[config.mk]
export PLATFORM = sky130hd
export DESIGN_NAME = a0_uart_tx
export DESIGN_NICKNAME = d
export VERILOG_FILES = /design/src/rtl/a0_uart_tx_pkg.sv /design/src/rtl/a0_uart_tx_sync_fifo.sv /design/src/rtl/a0_uart_tx.sv
export SDC_FILE = /design/constraint.sdc
export NUM_CORES = 1
export LEC_CHECK = 0
export CAP_MARGIN = 25
export CORE_UTILIZATION = 45
export DETAILED_ROUTE_END_ITERATION = 8
export PLACE_DENSITY = 0.7
export SETUP_SLACK_MARGIN = 0.4
export SLEW_MARGIN = 5
export SYNTH_ARGS = -nofsm -noshare
export SYNTH_HDL_FRONTEND = slang
export SYNTH_HIERARCHICAL = 1
export SYNTH_SLANG_ARGS = --single-unit
[constraint.sdc]
create_clock -name clk -period 3.3 [get_ports clk]
set_clock_uncertainty 0.15 [all_clocks]
set_input_delay 0.33 -clock clk [delete_from_list [all_inputs] [get_ports clk]]
set_output_delay 0.33 -clock clk [all_outputs]
set_load 0.01 [all_outputs]
[src/rtl/a0_uart_tx_pkg.sv]
// Shared types and constants for the a0 UART debug transmitter.
// Pure declarations: no logic, no latency, no flow control.
package a0_uart_pkg;

    typedef enum logic [1:0] {
        IDLE,
        START,
        DATA,
        STOP
    } state_t;

    localparam int BYTES_PER_WORD = 4;
    localparam int BITS_PER_BYTE  = 8;

endpackage

[src/rtl/a0_uart_tx_sync_fifo.sv]
// Show-ahead synchronous FIFO. dout is the head word with zero read latency; count updates one edge after push/pop.
// Push while full is accepted only when a pop happens on the same edge; otherwise it is ignored. Pop while empty is ignored.
module sync_fifo #(
    parameter int WIDTH = 32,
    parameter int DEPTH = 4
) (
    input  logic                     clk,
    input  logic                     rst,
    input  logic                     push,
    input  logic                     pop,
    input  logic [WIDTH-1:0]         din,
    output logic [WIDTH-1:0]         dout,
    output logic                     full,
    output logic                     empty,
    output logic [$clog2(DEPTH):0]   count
);

    localparam int AW = $clog2(DEPTH);

    logic [WIDTH-1:0] r_mem [DEPTH];
    logic [AW-1:0]    r_wr_ptr;
    logic [AW-1:0]    r_rd_ptr;
    logic [AW:0]      r_count;
    logic             w_do_push;
    logic             w_do_pop;

    assign empty     = (r_count == '0);
    assign full      = (r_count == (AW+1)'(DEPTH));
    assign w_do_pop  = pop && !empty;
    // A pop on the same edge frees the slot, so a push into a full FIFO is still legal then.
    assign w_do_push = push && (!full || w_do_pop);
    assign dout      = r_mem[r_rd_ptr];
    assign count     = r_count;

    always_ff @(posedge clk) begin
        if (w_do_push) begin
            r_mem[r_wr_ptr] <= din;
        end
    end

    always_ff @(posedge clk) begin
        if (!rst) begin
            r_wr_ptr <= '0;
            r_rd_ptr <= '0;
            r_count  <= '0;
        end else begin
            if (w_do_push) begin
                r_wr_ptr <= r_wr_ptr + AW'(1);
            end
            if (w_do_pop) begin
                r_rd_ptr <= r_rd_ptr + AW'(1);
            end
            if (w_do_push && !w_do_pop) begin
                r_count <= r_count + (AW+1)'(1);
            end else if (w_do_pop && !w_do_push) begin
                r_count <= r_count - (AW+1)'(1);
            end
        end
    end

endmodule

[src/rtl/a0_uart_tx.sv]
// Queues each new a0 value and sends it as a 4-byte 8N1 UART frame, MSB byte first; tx falls one edge after the push.
// No backpressure upstream: a change arriving while the FIFO is full is dropped and flagged in sticky overflow.
module a0_uart_tx
    import a0_uart_pkg::*;
#(
    parameter int DATA_WIDTH   = 32,
    parameter int CLKS_PER_BIT = 868,
    parameter int FIFO_DEPTH   = 4
) (
    input  logic                          clk,
    input  logic                          rst,
    input  logic                          en,
    input  logic [DATA_WIDTH-1:0]         a0,
    input  logic                          clr_ovf,
    output logic                          tx,
    output logic                          busy,
    output logic                          overflow,
    output logic [$clog2(FIFO_DEPTH):0]   fifo_count
);

    localparam int CW = $clog2(CLKS_PER_BIT);

    logic [DATA_WIDTH-1:0] r_prev_a0;
    logic                  r_overflow;
    state_t                r_state, w_state_nxt;
    logic [1:0]            r_byte_idx, w_byte_idx_nxt;
    logic [2:0]            r_bit_idx, w_bit_idx_nxt;
    logic [CW-1:0]         r_baud_cnt, w_baud_cnt_nxt;
    logic [DATA_WIDTH-1:0] r_shift, w_shift_nxt;
    logic                  r_tx, w_tx_nxt;

    logic                  w_push;
    logic                  w_pop;
    logic                  w_drop;
    logic                  w_full;
    logic                  w_empty;
    logic [DATA_WIDTH-1:0] w_head;
    logic                  w_baud_last;
    logic [7:0]            w_cur_byte;

    assign w_push = en && (a0 != r_prev_a0);
    assign w_pop  = (r_state == IDLE) && !w_empty;
    assign w_drop = w_push && w_full && !w_pop;

    sync_fifo #(
        .WIDTH (DATA_WIDTH),
        .DEPTH (FIFO_DEPTH)
    ) u_fifo (
        .clk   (clk),
        .rst   (rst),
        .push  (w_push),
        .pop   (w_pop),
        .din   (a0),
        .dout  (w_head),
        .full  (w_full),
        .empty (w_empty),
        .count (fifo_count)
    );

    // A drop on the same edge as clr_ovf keeps the flag set so the loss is not hidden.
    always_ff @(posedge clk) begin
        if (!rst) begin
            r_prev_a0  <= '0;
            r_overflow <= 1'b0;
        end else begin
            r_prev_a0 <= a0;
            if (w_drop) begin
                r_overflow <= 1'b1;
            end else if (clr_ovf) begin
                r_overflow <= 1'b0;
            end
        end
    end

    assign w_baud_last = (r_baud_cnt == CW'(CLKS_PER_BIT-1));
    assign w_cur_byte  = r_shift[DATA_WIDTH-1 -: BITS_PER_BYTE];

    always_comb begin
        w_state_nxt    = r_state;
        w_byte_idx_nxt = r_byte_idx;
        w_bit_idx_nxt  = r_bit_idx;
        w_baud_cnt_nxt = r_baud_cnt;
        w_shift_nxt    = r_shift;
        w_tx_nxt       = r_tx;
        case (r_state)
            IDLE: begin
                if (w_pop) begin
                    w_state_nxt    = START;
                    w_shift_nxt    = w_head;
                    w_byte_idx_nxt = '0;
                    w_bit_idx_nxt  = '0;
                    w_baud_cnt_nxt = '0;
                    w_tx_nxt       = 1'b0;
                end
            end
            START: begin
                if (w_baud_last) begin
                    w_baud_cnt_nxt = '0;
                    w_bit_idx_nxt  = '0;
                    w_state_nxt    = DATA;
                    w_tx_nxt       = w_cur_byte[0];
                end else begin
                    w_baud_cnt_nxt = r_baud_cnt + CW'(1);
                end
            end
            DATA: begin
                if (w_baud_last) begin
                    w_baud_cnt_nxt = '0;
                    if (r_bit_idx == 3'(BITS_PER_BYTE-1)) begin
                        w_state_nxt = STOP;
                        w_tx_nxt    = 1'b1;
                    end else begin
                        w_bit_idx_nxt = r_bit_idx + 3'd1;
                        w_tx_nxt      = w_cur_byte[r_bit_idx + 3'd1];
                    end
                end else begin
                    w_baud_cnt_nxt = r_baud_cnt + CW'(1);
                end
            end
            STOP: begin
                if (w_baud_last) begin
                    w_baud_cnt_nxt = '0;
                    if (r_byte_idx != 2'(BYTES_PER_WORD-1)) begin
                        // Next byte moves into the top of the shift register; no idle gap.
                        w_byte_idx_nxt = r_byte_idx + 2'd1;
                        w_shift_nxt    = r_shift << BITS_PER_BYTE;
                        w_state_nxt    = START;
                        w_tx_nxt       = 1'b0;
                    end else begin
                        w_state_nxt = IDLE;
                        w_tx_nxt    = 1'b1;
                    end
                end else begin
                    w_baud_cnt_nxt = r_baud_cnt + CW'(1);
                end
            end
            default: begin
                w_state_nxt = IDLE;
                w_tx_nxt    = 1'b1;
            end
        endcase
    end

    always_ff @(posedge clk) begin
        if (!rst) begin
            r_state    <= IDLE;
            r_byte_idx <= '0;
            r_bit_idx  <= '0;
            r_baud_cnt <= '0;
            r_shift    <= '0;
            r_tx       <= 1'b1;
        end else begin
            r_state    <= w_state_nxt;
            r_byte_idx <= w_byte_idx_nxt;
            r_bit_idx  <= w_bit_idx_nxt;
            r_baud_cnt <= w_baud_cnt_nxt;
            r_shift    <= w_shift_nxt;
            r_tx       <= w_tx_nxt;
        end
    end

    assign tx       = r_tx;
    assign busy     = (r_state != IDLE);
    assign overflow = r_overflow;

endmodule
==> impl_metrics.ini <==
[finish]
num_antenna_cells = 0
layout_common_cells = 128 x edfxtp_1, 91 x dfxtp_1, 48 x nand2_1
syn_to_final_growth_pct = 19.3
nNetsFinal = 716
final_core_util_pct = 54.7
final_common_cell = edfxtp_1
drive_above_1_share_pct = 18.6

[power_and_ir_drop]
max-vdd-ir-drop_mv = 0.464
intPower_uw = 5750
power_per_cell_area_mw_per_mm2 = 766
sw_frac_of_total_pct = 29.1
clkPwrFrac_pct = 31.5
pwr-share-comb_pct = 25.0
p_leak_uw = 0.00384
p_seq_share_pct = 43.5
p_switching_uw = 2370

[synth]
ys_warn_count = 6
synth_edf_count = 128
ys_async_sr_fraction_pct = 0
synth_ff_type = edfxtp_1
syn_area_sq_mm = 0.00889
synthCells = 591
ys_seq_area_share_pct = 63.9
syn_nets = 642
synth_area_per_cell_sq_um = 15.0
ys_ff_latch = 220
synthDistinctLibCells = 52

[clocking]
clock_path_buffers = 3
cts.clk_slew.worst_paths_ns = 0.06
numCtsBuffers = 23
hold_buffers = 0
cts_setup_buffers = 0
htreeDepth = 1
cts.sinks = 220
cts_tree = done
root_buffer = clkbuf_16
clock_latency_ns = 0.52

[grt]
overflow = 0
grt_pass1_vias = 5301
grt_pass1_wl_mm = 27.9
grt_max_degree = 48
grt_usage_pct = 18.2
grt_antenna_before_repair = 0

[setup_path]
worstSetupEndpointType = register
startpoint = a0[16]
critical_path_class = in2reg
cp-start-kind = primary input
cp.required_ns = 3.59
cp.arrival_ns = 3.07
regToRegStartpoint = r_prev_a0[16]$_SDFF_PN0_
crit_path_max_fanout = 2

[drt]
first_iter_violations = 212
wl_mm = 17.5
first_pass_iters = 6
routed_via_density = 5.31
vias = 5024
drt-wirelength-per-cell_microns = 18.4
drc = 2
final_antenna_net_count = 0

[floorplan]
start_util_pct = 45.8
die_w_microns = 143
dieArea_sq_mm = 0.0203
pin_count = 42
core_region_area_sq_mm = 0.0194
row_count = 51
die_h_microns = 143

[timing]
hold_violations = 0
setup_tns_ns = 0
fin_ws_ns = 0.518
whs_ns = 0.240
slew_viol_final = 0
setup_violations = 0
grt_setup_unrepaired = true
max-slew-margin-rel_pct = 45.7
min_period_ns = 2.78
fmax_ghz = 0.359
max_slew.worst_pin.slew_ns = 0.814
finalCritPeriodShare_pct = 84.3

[place]
hpwl_mm = 10.9
place_ws_ns = -0.170
gp_congestion = 0.789
place.port_buffers = 41

[hold_path]
worst_hold_startpoint = rst
hp-class = in2reg

[outcome]
status = finished, violations left
violations = DRC

[job]
cap_violations = 0
## final cells by class
| type | count | area (sq um) |
|---|---|---|
| fill | 1589 | 8790 |
| sequential | 220 | 5690 |
| multi-input combinational | 333 | 3040 |
| timing repair buffer | 79 | 766 |
| clock buffer | 33 | 633 |
| tap | 265 | 332 |
| clock inverter | 9 | 121 |
| inverter | 8 | 30.0 |
## path summary, 6_finish.rpt
check                           slack [ns]  cells after the start                      endpoint
worst max-delay path                  0.52                     14  u_fifo/count[2]$_SDFFE_PN0P_
worst min-delay path                  0.24                      2               tx$_SDFFE_PN1P_
worst max register to register        0.53                     13  u_fifo/count[2]$_SDFFE_PN0P_
worst min register to register        0.31                      2       r_shift[0]$_SDFFE_PN0P_
## sequential cells by signal, indices dropped and copies added (netlist names), named ones only
register         cells
u_fifo/count         3
r_shift             32
r_bit_idx            3
u_fifo/r_wr_ptr      2
r_prev_a0           32
r_byte_idx           2
u_fifo/r_rd_ptr      2
r_baud_cnt          10
u_fifo/r_mem       128
tx                   1
overflow             1
r_state              2
## worst max-delay path, stage by stage
cell	delay [ns]
clkdlybuf4s50_1	0.53
xnor2_2	0.13
nand4_1	0.25
nor4_2	0.32
buf_4	0.15
nand2_2	0.06
and2_1	0.17
a21boi_4	0.13
ha_2	0.19
inv_1	0.07
fa_2	0.19
xor2_1	0.08
or3_1	0.33
a21boi_1	0.13
## stage by stage
stage / total power, uW / instances / area (sq um)
2_1_floorplan: 4980 / 591 / 8890
3_3_place_gp: 5520 / 905 / 9790
3_5_place_dp: 5610 / 905 / 9790
4_1_cts: 8190 / 947 / 10600
5_1_grt: 8540 / 947 / 10600
6_report: 8120 / 947 / 10600
## cell usage after synthesis (all sizes together) (2+ instances only)
cell    instances  area (sq um)
edfxtp        128          3840
dfxtp          92          1840
nand2          49           184
and2           43           269
xnor2          37           324
mux4           34           769
mux2i          27           270
o211a          25           250
buf            18           156
nor2           15          56.3
ha             14           175
nand4          13          81.3
o21ai          13          65.1
clkbuf         11          41.3
nand4b          9          78.8
inv             8          30.0
xor2            8          70.1
nand3           4          20.0
nor3            4          20.0
a21boi          3          33.8
and3            3          18.8
nor2b           3          18.8
a21oi           2          13.8
a22o            2          18.8
and3b           2          17.5
nor3b           2          25.0
nor4            2          12.5
o22ai           2          12.5
o311ai          2          17.5
or3             2          12.5
## kinds of logic (layout without fill, tap and decap cells)
family,after synthesis,after routing,share of synthesized area [%]
buf+inv,38,129,2.67
fa+ha+maj,15,15,2.20
simple gates,154,154,9.47
flops,220,220,63.9
compound gates,57,57,5.46
xor+xnor,45,45,4.43
mux,62,62,11.8
## power groups by stage
stage / logic, uW / registers, uW / clock network (uW)
after floorplan: 1470 / 3520 / 0
after global placement: 1950 / 3570 / 0
after detailed placement: 2020 / 3590 / 0
after CTS: 2040 / 3540 / 2620
after global routing: 2250 / 3580 / 2710
final: 2030 / 3530 / 2560
## layer usage
metal | vias up | track usage (%) | share of wire [%]
li1 | 2354 | - | -
met1 | 2528 | 22.7 | 43
met2 | 108 | 32.5 | 51
met3 | 34 | 3.06 | 4.5
met4 | 0 | 5.15 | 2.4
met5 | - | 0 | 0
## what timing repair did
item                                    CTS  global route
gates resized for setup                   3             9
cloned                                    0             0
pin swaps                                 2             8
endpoints found under the setup margin    1             1
Power figures use the tool's default switching activity.
